$ cat config.mk
export PLATFORM = sky130hd
export DESIGN_NAME = dm_arbiter
export DESIGN_NICKNAME = d
export VERILOG_FILES = /design/src/rtl/dm_arbiter_pkg.sv /design/src/rtl/dm_read_return.sv /design/src/rtl/dm_arbiter.sv
export SDC_FILE = /design/constraint.sdc
export NUM_CORES = 1
export LEC_CHECK = 0
export ABC_AREA = 1
export ABC_CLOCK_PERIOD_IN_PS = 3800
export BUFFER_PORTS_ARGS = -buffer_cell sky130_fd_sc_hd__buf_2
export CAP_MARGIN = 20
export CORE_ASPECT_RATIO = 2
export CORE_MARGIN = 2
export CORE_UTILIZATION = 45
export DETAILED_ROUTE_END_ITERATION = 12
export PLACE_DENSITY = 0.81
export SLEW_MARGIN = 10
export SYNTH_ARGS = -nofsm -noshare
export SYNTH_HDL_FRONTEND = slang
export SYNTH_SLANG_ARGS = --single-unit
$ cat constraint.sdc
create_clock -name clk -period 3.8 [get_ports clk]
set_input_delay 0.19 -clock clk [delete_from_list [all_inputs] [get_ports clk]]
set_output_delay 0.19 -clock clk [all_outputs]
set_load 0.005 [all_outputs]
$ cat src/rtl/dm_arbiter_pkg.sv
// Shared encodings and widths for the data-memory arbiter.
package dm_arbiter_pkg;

  localparam int DM_AW = 8;
  localparam int DM_DW = 8;

  typedef enum logic {
    CPU_PRI   = 1'b0,
    EXT_BURST = 1'b1
  } arb_state_e;

  typedef enum logic [1:0] {
    NONE = 2'd0,
    CPU  = 2'd1,
    EXT  = 2'd2
  } rd_owner_e;

endpackage

$ cat src/rtl/dm_read_return.sv
// Remembers who owns the in-flight read and steers mem_dout back to that port.
module dm_read_return
  import dm_arbiter_pkg::*;
(
  input  logic             clk,
  input  logic             rst,
  input  logic             rd_issue_i,
  input  rd_owner_e        rd_owner_i,
  input  logic [DM_DW-1:0] mem_dout_i,
  output logic             cpu_rvalid_o,
  output logic [DM_DW-1:0] cpu_rdata_o,
  output logic             ext_rvalid_o,
  output logic [DM_DW-1:0] ext_rdata_o
);

  rd_owner_e        owner_q, owner_d;
  logic [DM_DW-1:0] cpu_hold_q, ext_hold_q;

  assign owner_d = rd_issue_i ? rd_owner_i : NONE;

  always_ff @(posedge clk) begin
    if (rst) begin
      owner_q    <= NONE;
      cpu_hold_q <= '0;
      ext_hold_q <= '0;
    end else begin
      owner_q <= owner_d;
      if (owner_q == CPU) cpu_hold_q <= mem_dout_i;
      if (owner_q == EXT) ext_hold_q <= mem_dout_i;
    end
  end

  // The non-owner keeps presenting the last data it was handed.
  always_comb begin
    cpu_rvalid_o = 1'b0;
    ext_rvalid_o = 1'b0;
    cpu_rdata_o  = '0;
    ext_rdata_o  = '0;
    if (!rst) begin
      cpu_rvalid_o = (owner_q == CPU);
      ext_rvalid_o = (owner_q == EXT);
      cpu_rdata_o  = (owner_q == CPU) ? mem_dout_i : cpu_hold_q;
      ext_rdata_o  = (owner_q == EXT) ? mem_dout_i : ext_hold_q;
    end
  end

endmodule

$ cat src/rtl/dm_arbiter.sv
// Two-master data-memory arbiter: CPU first, EXT protected by a starvation limit and allowed short bursts.
module dm_arbiter
  import dm_arbiter_pkg::*;
#(
  parameter int MAX_WAIT  = 4,
  parameter int BURST_MAX = 4
) (
  input  logic             clk,
  input  logic             rst,
  input  logic             cpu_req,
  input  logic             cpu_we,
  input  logic [DM_AW-1:0] cpu_addr,
  input  logic [DM_DW-1:0] cpu_wdata,
  output logic             cpu_stall,
  output logic             cpu_rvalid,
  output logic [DM_DW-1:0] cpu_rdata,
  input  logic             ext_req,
  input  logic             ext_we,
  input  logic [DM_AW-1:0] ext_addr,
  input  logic [DM_DW-1:0] ext_wdata,
  output logic             ext_gnt,
  output logic             ext_rvalid,
  output logic [DM_DW-1:0] ext_rdata,
  output logic             mem_we,
  output logic [DM_AW-1:0] mem_addr,
  output logic [DM_DW-1:0] mem_din,
  input  logic [DM_DW-1:0] mem_dout,
  output logic             busy_ext
);

  localparam logic [3:0] MW = 4'(MAX_WAIT);
  localparam logic [3:0] BM = 4'(BURST_MAX);

  arb_state_e state_q, state_d;
  logic [3:0] wait_q, wait_d;
  logic [3:0] beat_q, beat_d;
  logic       cpu_win, ext_win;
  logic       cpu_gnt, ext_g;
  logic       rd_issue;

  always_ff @(posedge clk) begin
    if (rst) begin
      state_q <= CPU_PRI;
      wait_q  <= '0;
      beat_q  <= '0;
    end else begin
      state_q <= state_d;
      wait_q  <= wait_d;
      beat_q  <= beat_d;
    end
  end

  always_comb begin
    cpu_win = 1'b0;
    ext_win = 1'b0;
    state_d = state_q;
    beat_d  = beat_q;
    wait_d  = wait_q;
    unique case (state_q)
      CPU_PRI: begin
        if (cpu_req && !(ext_req && wait_q == MW)) cpu_win = 1'b1;
        else if (ext_req)                          ext_win = 1'b1;
      end
      EXT_BURST: begin
        if (ext_req && beat_q < BM) begin
          ext_win = 1'b1;
        end else begin
          // Burst over: CPU gets this same cycle, EXT is shut out.
          cpu_win = cpu_req;
          state_d = CPU_PRI;
          beat_d  = '0;
        end
      end
      default: ;
    endcase
    if (ext_win) begin
      state_d = EXT_BURST;
      beat_d  = (state_q == CPU_PRI) ? 4'd1 : beat_q + 4'd1;
      wait_d  = '0;
    end else if (ext_req) begin
      wait_d  = (wait_q >= MW) ? MW : wait_q + 4'd1;
    end else begin
      wait_d  = '0;
    end
  end

  assign cpu_gnt  = cpu_win && !rst;
  assign ext_g    = ext_win && !rst;
  assign rd_issue = (cpu_gnt && !cpu_we) || (ext_g && !ext_we);

  always_comb begin
    mem_we    = 1'b0;
    mem_addr  = '0;
    mem_din   = '0;
    ext_gnt   = ext_g;
    cpu_stall = !rst && cpu_req && !cpu_win;
    busy_ext  = !rst && (state_q == EXT_BURST);
    if (cpu_gnt) begin
      mem_we   = cpu_we;
      mem_addr = cpu_addr;
      mem_din  = cpu_wdata;
    end else if (ext_g) begin
      mem_we   = ext_we;
      mem_addr = ext_addr;
      mem_din  = ext_wdata;
    end
  end

  dm_read_return u_rr (
    .clk          (clk),
    .rst          (rst),
    .rd_issue_i   (rd_issue),
    .rd_owner_i   (ext_g ? EXT : CPU),
    .mem_dout_i   (mem_dout),
    .cpu_rvalid_o (cpu_rvalid),
    .cpu_rdata_o  (cpu_rdata),
    .ext_rvalid_o (ext_rvalid),
    .ext_rdata_o  (ext_rdata)
  );

endmodule

# [Word-level counts from Yosys, hierarchy flattened]
# Cells that the tools add are included.
[totals] ff_bits=27 output_inout_bits=38 elab_cells=66
[classes] addsub=2 n_lt_le_gt_ge=2 n_eq_ne=4 muxes=27 bitwise=3 reduce_logical=21
[op_table] operator="$mux 8" count=8
[op_table] operator="$mux 4" count=4
[op_table] operator="$mux 1" count=11
[op_table] operator="$logic_and 1x1->1" count=10
[op_table] operator="$add 4x1->4 const B" count=2
[op_table] operator="$logic_not 1->1" count=5
[op_table] operator="$eq 4x3->1 const B" count=1
[op_table] operator="$ge 4x3->1 const B" count=1
[op_table] operator="$lt 4x3->1 const B" count=1
[op_table] operator="$pmux 1 s2" count=2
[op_table] operator="$reduce_or 4->1" count=1
[op_table] operator="$mux 3" count=1
[op_table] operator="$not 1->1" count=3
[op_table] operator="$reduce_or 3->1" count=1
[op_table] operator="$eq 2x1->1 const B" count=1
[op_table] operator="$eq 2x2->1 const B" count=1
[op_table] operator="$mux 2" count=1
[op_table] operator="$ne 2x2->1 const B" count=1
[op_table] operator="$reduce_and 2->1" count=1
[op_table] operator="$reduce_bool 2->1" count=1
[op_table] operator="$reduce_or 2->1" count=1
[op_table] operator="$logic_or 1x1->1" count=1

# [Logic depth before layout (Yosys ltp)]
# Gate-level depths: netlist of the first run.
[logic_depth] depth_word=11 mapped_depth=10

# [By module]
# From an unflattened synthesis of the first run, not the netlist that was laid out.
[unflattened] hier_cells=220 hier_area_um2=1595.3
[by_module_without_submodules] module="dm_arbiter" instances=1 cells_per_inst=118 area_per_inst_um2=840.8 seq_area_each_um2=180.2
[by_module_without_submodules] module="dm_read_return" instances=1 cells_per_inst=102 area_per_inst_um2=754.5 seq_area_each_um2=360.3

# [Least setup slack after synthesis of the first run]
# OpenSTA, ideal clock, no wires.
[synth_path] path_kind="register to output" from="reg wait_q[0]" to="out mem_addr[0]" arrival_ns=1.180 setup_slack_ns=2.430 path_stages_with_launch=11 path_buffers=1 cell_sequence="dfxtp_1 inv_1 ha_1 nand2_1 inv_2 nand2_2 nand2_2 nand2_4 buf_6 nand3_2 o21ai_2"
[synth_via] elab_chain_len=9
[synth_lines] item="start: declaration" line_no="dm_arbiter.sv:35" text="logic [3:0] wait_q, wait_d;"
[synth_lines] item="start signal: assignment" line_no="dm_arbiter.sv:48" text="wait_q <= wait_d;"
[synth_lines] item="$eq 4x3->1 *" line_no="dm_arbiter.sv:61" text="if (cpu_req && !(ext_req && wait_q == MW)) cpu_win = 1'b1;"
[synth_lines] item="$logic_and 1x1->1 *" line_no="dm_arbiter.sv:61"
[synth_lines] item="$logic_not 1->1 *" line_no="dm_arbiter.sv:61"
[synth_lines] item="$logic_and 1x1->1 *" line_no="dm_arbiter.sv:61"
[synth_lines] item="$mux 1" line_no="dm_arbiter.sv:61"
[synth_lines] item="$pmux 1 s2" line_no="dm_arbiter.sv:59" text="unique case (state_q)"
[synth_lines] item="$logic_and 1x1->1" line_no="dm_arbiter.sv:88" text="assign ext_g = ext_win && !rst;"
[synth_lines] item="$mux 8" line_no="dm_arbiter.sv:102" text="end else if (ext_g) begin"
[synth_lines] item="$mux 8 *" line_no="dm_arbiter.sv:98" text="if (cpu_gnt) begin"
[synth_lines] item="end: declaration" line_no="dm_arbiter.sv:25" text="output logic [DM_AW-1:0] mem_addr,"
# Mark *: on every way between the ends. The rest lies on a longest branch, timed or not.

# [Worst setup path after layout of the first run]
[layout_path] from="reg wait_q[0]" to="out mem_din[7]"
[layout_via] elab_chain_len=9
[layout_lines] item="$eq 4x3->1 *" line_no="dm_arbiter.sv:61"
[layout_lines] item="$logic_and 1x1->1 *" line_no="dm_arbiter.sv:61"
[layout_lines] item="$logic_not 1->1 *" line_no="dm_arbiter.sv:61"
[layout_lines] item="$logic_and 1x1->1 *" line_no="dm_arbiter.sv:61"
[layout_lines] item="$mux 1" line_no="dm_arbiter.sv:61"
[layout_lines] item="$pmux 1 s2" line_no="dm_arbiter.sv:59"
[layout_lines] item="$logic_and 1x1->1" line_no="dm_arbiter.sv:88"
[layout_lines] item="$mux 8" line_no="dm_arbiter.sv:102"
[layout_lines] item="$mux 8 *" line_no="dm_arbiter.sv:98"
[layout_lines] item="end: declaration" line_no="dm_arbiter.sv:26" text="output logic [DM_DW-1:0] mem_din,"
# Marks and branches as above.

==> results of run 1 <==
[metrics by stage]
stage	utilization	hold WS, ps	power, mW	setup slack, ps	cells
finish	0.614	78.8	0.607	1850	305
global route	0.614	83.1	0.641	1740	305
CTS	0.614	78.6	0.613	1840	305
detailed placement	0.598	372	0.453	2150	301
global placement	0.598	371	0.450	2200	301
floorplan	-	256	0.398	2430	193
[layer usage]
layer  vias to the layer above  track usage  share of wire  wire length [um]
met1                       627        0.176           0.36              1200
met2                        58        0.372           0.55              1840
li1                        772            -              -                 -
met5                         -            0              0                 0
met4                         0       0.0882          0.020                65
met3                         5       0.0255          0.067               224
[state kept, by name (all words and copies together), names as in the netlist]
register / cells
beat_q: 4
state_q: 1
u_rr.cpu_hold_q: 8
u_rr.ext_hold_q: 8
u_rr.owner_q: 2
wait_q: 4
[cell usage after synthesis (4+ instances only)]
cell type,n,area [um^2]
dfxtp_1,27,541
nor2_1,42,158
nand3_2,8,80.1
inv_1,23,86.3
o21ai_2,17,149
nand3_1,11,55.1
inv_2,7,26.3
o21ai_1,4,20.0
nand2_1,11,41.3
o21ai_0,14,70.1
nand2_2,4,25.0
[power breakdown]
part | switching [mW] | total, mW | internal, mW
clock | 0.0882 | 0.163 | 0.0744
combinational | 0.0805 | 0.142 | 0.0613
sequential | 0.00610 | 0.303 | 0.297
total | 0.175 | 0.607 | 0.432
[layout make-up]
cell class / count / area (um^2) / share of cell area
Multi-Input combinational cell: 129 / 778 / 0.402
Tap cell: 31 / 38.8 / 0.0200
Clock buffer: 3 / 41.3 / 0.0213
Timing Repair Buffer: 83 / 415 / 0.214
Inverter: 31 / 116 / 0.0600
Sequential cell: 27 / 541 / 0.279
Clock inverter: 1 / 7.51 / 0.00387
[cell families after synthesis]
logic type,synth area share
AND/OR/NAND/NOR,0.325
buffers and inverters,0.114
XOR/XNOR,0.00588
adder cells (fa/ha/maj),0.0252
AO/OA/AOI/OAI,0.164
flip-flops,0.363
other,0.00252
[final timing paths]
kind,startpoint,slack [ps],cells after the start,end
worst max-delay path,wait_q[0]$_SDFF_PP0_,1850,9,mem_din[7]
worst min-delay path,cpu_we,80,2,u_rr.owner_q[0]$_SDFF_PP0_
worst max register to register,wait_q[0]$_SDFF_PP0_,2390,8,beat_q[2]$_SDFFE_PP0P_
worst min register to register,wait_q[0]$_SDFF_PP0_,460,1,wait_q[0]$_SDFF_PP0_
[worst max-delay path, delay by kind of cell, from the launching register on]
kind	cells	cell delay (ps)
DFF	1	330
AOI/OAI and AO/OA	1	240
buffers and inverters	3	250
and+or+nand+nor	4	530
adders and majority gates	1	150
==> flow_summary.json, run 1 <==
{
  "run_status": "finished clean",
  "rsz0062_at_grt": "no",
  "syn_to_final_growth_pct": 30.2,
  "path_cells": "inv_1, ha_1, nand2_1, inv_2, nand2_2, nand3_4, nand3_4, o21ai_2, buf_2",
  "vdd_drop_max_v": 0.000175,
  "final_area_mm2": 0.00194,
  "dr.pass1.iters": 4,
  "powerDensity_mw_per_mm2": 313,
  "most-common-layout-cells": "buf_2, nor2_1, dfxtp_1, inv_1, o21ai_2",
  "cts_tree": "done",
  "die_h_um": 85.3,
  "die_x_um": 44.7,
  "cts_root_buf": "clkbuf_8",
  "cts_buffers": 3,
  "max_cap_violations": 0,
  "via_per_inst": 4.79,
  "n_fill_cell": 296,
  "ys_seq_elements": 27,
  "worstSetupPathType": "reg -> out",
  "start_util": 0.472,
  "gp_congestion": 0.861,
  "cts_max_level": 1,
  "coreArea_mm2": 0.00316,
  "antenna_found_initial": 0,
  "ios": 84,
  "fin_setup_tns_ps": 0,
  "setup_violations": 0,
  "mostFrequentLayoutCell": "buf_2",
  "synth_cells": 193,
  "yosys_warnings": 0,
  "cpMostUsedCell": "nand3_4",
  "port_buffers": 83,
  "finalWirelength_um": 3330,
  "grt_max_degree": 22,
  "path_clk_slew_ps": 90,
  "drc": 0,
  "crit_fanout": 21,
  "grt_pass1_wl_um": 5630,
  "antenna_cells": 0,
  "cts_resized": 0,
  "cts_sinks": 27,
  "drive_gt1_frac": 0.482,
  "fin_crit_ps": 1950,
  "cellLeakagePower_nw": 1.06,
  "rows": 29,
  "avgSynthCellArea_um2": 7.71,
  "max_freq_ghz": 0.512,
  "die-area_mm2": 0.00381,
  "nets": 324,
  "synthArstFlopShare": 0,
  "overflow": 0,
  "routed_wire_length_per_instance_um": 10.9,
  "post_cts_buffers": 0,
  "drt_iter0_drc": 10,
  "hold_path.class": "in -> reg",
  "fin_worst_skew_ps": 5.50,
  "grt_pass1_vias": 1460,
  "post-dp-hpwl_um": 2830,
  "netlist_area_mm2": 0.00149,
  "cts.path.max_buffers": 2,
  "grt_use_total": 0.190,
  "cts-hold-fix-buffers": 0,
  "dr_total_vias": 1462,
  "crit_path_start_kind": "flop",
  "yosysUniqueCellTypes": 28,
  "crit_slowest_cell": "dfxtp_1",
  "required_ps": 3610,
  "insertion_delay_ps": 270,
  "hold_viol": 0,
  "synth-main-ff-cell": "dfxtp_1",
  "max_stage_delay_ps": 330,
  "detail-route-antenna-nets": 0,
  "critPathCaptureType": "primary output",
  "finalCritPeriodShare": 0.514,
  "ys_seq_area_frac": 0.363,
  "syn_nets": 242,
  "dpl-instance-area_mm2": 0.00189,
  "synth_edf_count": 0,
  "arrival_ps": 1760,
  "drv_slew": 0
}
No activity file was read; power rests on OpenSTA's default activity.
==> run 2, diff against run 1 <==
--- a/config.mk
+++ b/config.mk
@@ -6,14 +6,14 @@
 export NUM_CORES = 1
 export LEC_CHECK = 0
 export ABC_AREA = 1
-export ABC_CLOCK_PERIOD_IN_PS = 3800
+export ABC_CLOCK_PERIOD_IN_PS = 1700
 export BUFFER_PORTS_ARGS = -buffer_cell sky130_fd_sc_hd__buf_2
 export CAP_MARGIN = 20
 export CORE_ASPECT_RATIO = 2
 export CORE_MARGIN = 2
-export CORE_UTILIZATION = 45
+export CORE_UTILIZATION = 39
 export DETAILED_ROUTE_END_ITERATION = 12
-export PLACE_DENSITY = 0.81
+export PLACE_DENSITY = 0.75
 export SLEW_MARGIN = 10
 export SYNTH_ARGS = -nofsm -noshare
 export SYNTH_HDL_FRONTEND = slang
==> constraint.sdc (replaced) <==
create_clock -name clk -period 1.7 [get_ports clk]
set_input_delay 0.085 -clock clk [delete_from_list [all_inputs] [get_ports clk]]
set_output_delay 0.085 -clock clk [all_outputs]
set_load 0.005 [all_outputs]
==> flow_summary.json, run 2 (synthesis gave the netlist of run 1 again) <==
{
  "cts_max_level": 1,
  "max_stage_delay_ps": 330,
  "ios": 84,
  "p_sw_mw": 0.425,
  "hold_path.class": "in -> reg",
  "p_seq_frac": 0.479,
  "pwr-share-comb": 0.264,
  "die_x_um": 47.7,
  "critical_path_buf_inv_count": 3,
  "crit_path_start_kind": "flop",
  "cts_root_buf": "clkbuf_8",
  "finalCoreUtilization": 0.585,
  "critPathCaptureType": "primary output",
  "grt_pass1_vias": 1521,
  "clkPwrFrac": 0.257,
  "syn_to_final_growth_pct": 43.3,
  "p_sw_frac": 0.300,
  "cts.path.max_buffers": 2,
  "start_util": 0.408,
  "top_layer": "met4",
  "finalWirelength_um": 3890,
  "antenna_found_initial": 0,
  "gp_congestion": 0.791,
  "cts_tree": "done",
  "mostFrequentLayoutCell": "buf_2",
  "coreArea_mm2": 0.00365,
  "dp_cells": 319,
  "arrival_ps": 1550,
  "overflow": 0,
  "cellLeakagePower_nw": 1.13,
  "cts_buffers": 3,
  "finalCritPeriodShare": 0.961,
  "worstSetupPathType": "reg -> out",
  "detail-route-antenna-nets": 0,
  "setup_violations": 0,
  "vdd_drop_max_v": 0.000369,
  "path_clk_slew_ps": 90,
  "crit_fanout": 8,
  "post-dp-hpwl_um": 2790,
  "crit_slowest_cell": "dfxtp_2",
  "drt_iter0_drc": 9,
  "largest_registers": "u_rr.cpu_hold_q: 8 flops, u_rr.ext_hold_q: 8 flops",
  "via_per_inst": 4.66,
  "nets": 337,
  "run_status": "finished clean",
  "fin_cells": 336,
  "crit_family": "simple AND/OR/NAND/NOR gates",
  "insertion_delay_ps": 270,
  "p_total_mw": 1.41,
  "rsz0062_at_grt": "yes",
  "cpMostUsedCell": "inv_2",
  "hold_viol": 0,
  "dr_total_vias": 1565,
  "dr.pass1.iters": 4,
  "powerDensity_mw_per_mm2": 663,
  "required_ps": 1620,
  "grt_pass1_wl_um": 5960,
  "wl_met3_um": 236,
  "die_h_um": 91.4,
  "antenna_cells": 0,
  "max_freq_ghz": 0.612,
  "grt_max_degree": 20,
  "p_int_mw": 0.990,
  "drv_slew": 0,
  "grt_use_total": 0.182,
  "m1WireLength_um": 1320,
  "max_cap_violations": 0,
  "fin_crit_ps": 1630,
  "path_cells": "inv_2, ha_4, nand2_2, inv_2, nand2_4, nand3_4, nand3_2, o21ai_2, buf_2",
  "dr_wl_met2_um": 2250,
  "cts_sinks": 27,
  "most-common-layout-cells": "buf_2, nor2_1, dfxtp_1, inv_1, o21ai_2",
  "port_buffers": 83,
  "die-area_mm2": 0.00436,
  "fin_worst_skew_ps": 2.72,
  "drc": 0,
  "rows": 31,
  "routed_wire_length_per_instance_um": 11.6,
  "drive_gt1_frac": 0.526
}
## run 2: cell types whose count changed in the layout (fill, tap and decap cells not counted), sizes merged
| cell | previous run | this run |
|---|---|---|
| nand3 | 21 | 24 |
| clkinv | 1 | 0 |
| dlygate4sd3 | 0 | 2 |
| buf | 83 | 89 |
| clkinvlp | 1 | 2 |
| nand2 | 16 | 18 |
## run 2: final timing paths
check                       startpoint                    endpoint  slack [ps]  cells past startpoint
setup / recovery  wait_q[1]$_SDFF_PP0_                 mem_addr[1]          70                      9
hold / removal             mem_dout[6]  u_rr.ext_hold_q[6]$_DFF_P_         100                      3
setup reg to reg  wait_q[1]$_SDFF_PP0_      beat_q[2]$_SDFFE_PP0P_         320                      9
hold reg to reg   wait_q[0]$_SDFF_PP0_        wait_q[0]$_SDFF_PP0_         440                      1
## run 2: power groups by stage
stage               clock network [mW]  registers, mW  logic, mW
finish                           0.364          0.678      0.373
global route                     0.392          0.682      0.414
CTS                              0.373          0.677      0.359
detailed placement                   0          0.692      0.321
global placement                     0          0.691      0.315
floorplan                            0          0.688      0.201
## run 2: layer usage
| layer | up-vias | GRT usage |
|---|---|---|
| li1 | 805 | - |
| met1 | 681 | 0.175 |
| met2 | 73 | 0.339 |
| met3 | 6 | 0.0199 |
| met4 | 0 | 0.0856 |
| met5 | - | 0 |
## run 2: final cells by class
type	count	area, um^2
Clock inverter	1	7.51
Tap cell	49	61.3
Inverter	31	120
Timing Repair Buffer	91	480
Clock buffer	3	41.3
Fill cell	366	1510
Multi-Input combinational cell	134	880
Sequential cell	27	543
## run 2: stage by stage
step	area [um^2]	setup slack [ps]	setup TNS [ps]	hold WS [ps]
6_report	2130	65.5	0	101
5_1_grt	2130	-50.5	-188	103
4_1_cts	2070	-9.56	-56.1	98.9
3_5_place_dp	1910	168	0	266
3_3_place_gp	1910	204	0	267
2_1_floorplan	1490	435	0	151
## run 2: timing repair
| item | 4_1_cts | 5_1_grt |
|---|---|---|
| hold buffers | 2 | 0 |
| gates cloned | 4 | 1 |
| pin swaps | 0 | 2 |
| setup buffers | 3 | 3 |
| gates resized for setup | 4 | 11 |
| setup endpoints to repair | 18 | 25 |
| endpoints found under the hold margin | 2 | 0 |
## run 2: worst register-to-register path, delay by kind of cell (launching register included)
kind	cells	cell delay (ps)
buf+inv	3	320
flops	1	330
fa+ha+maj	1	120
compound gates	1	110
simple gates	4	430
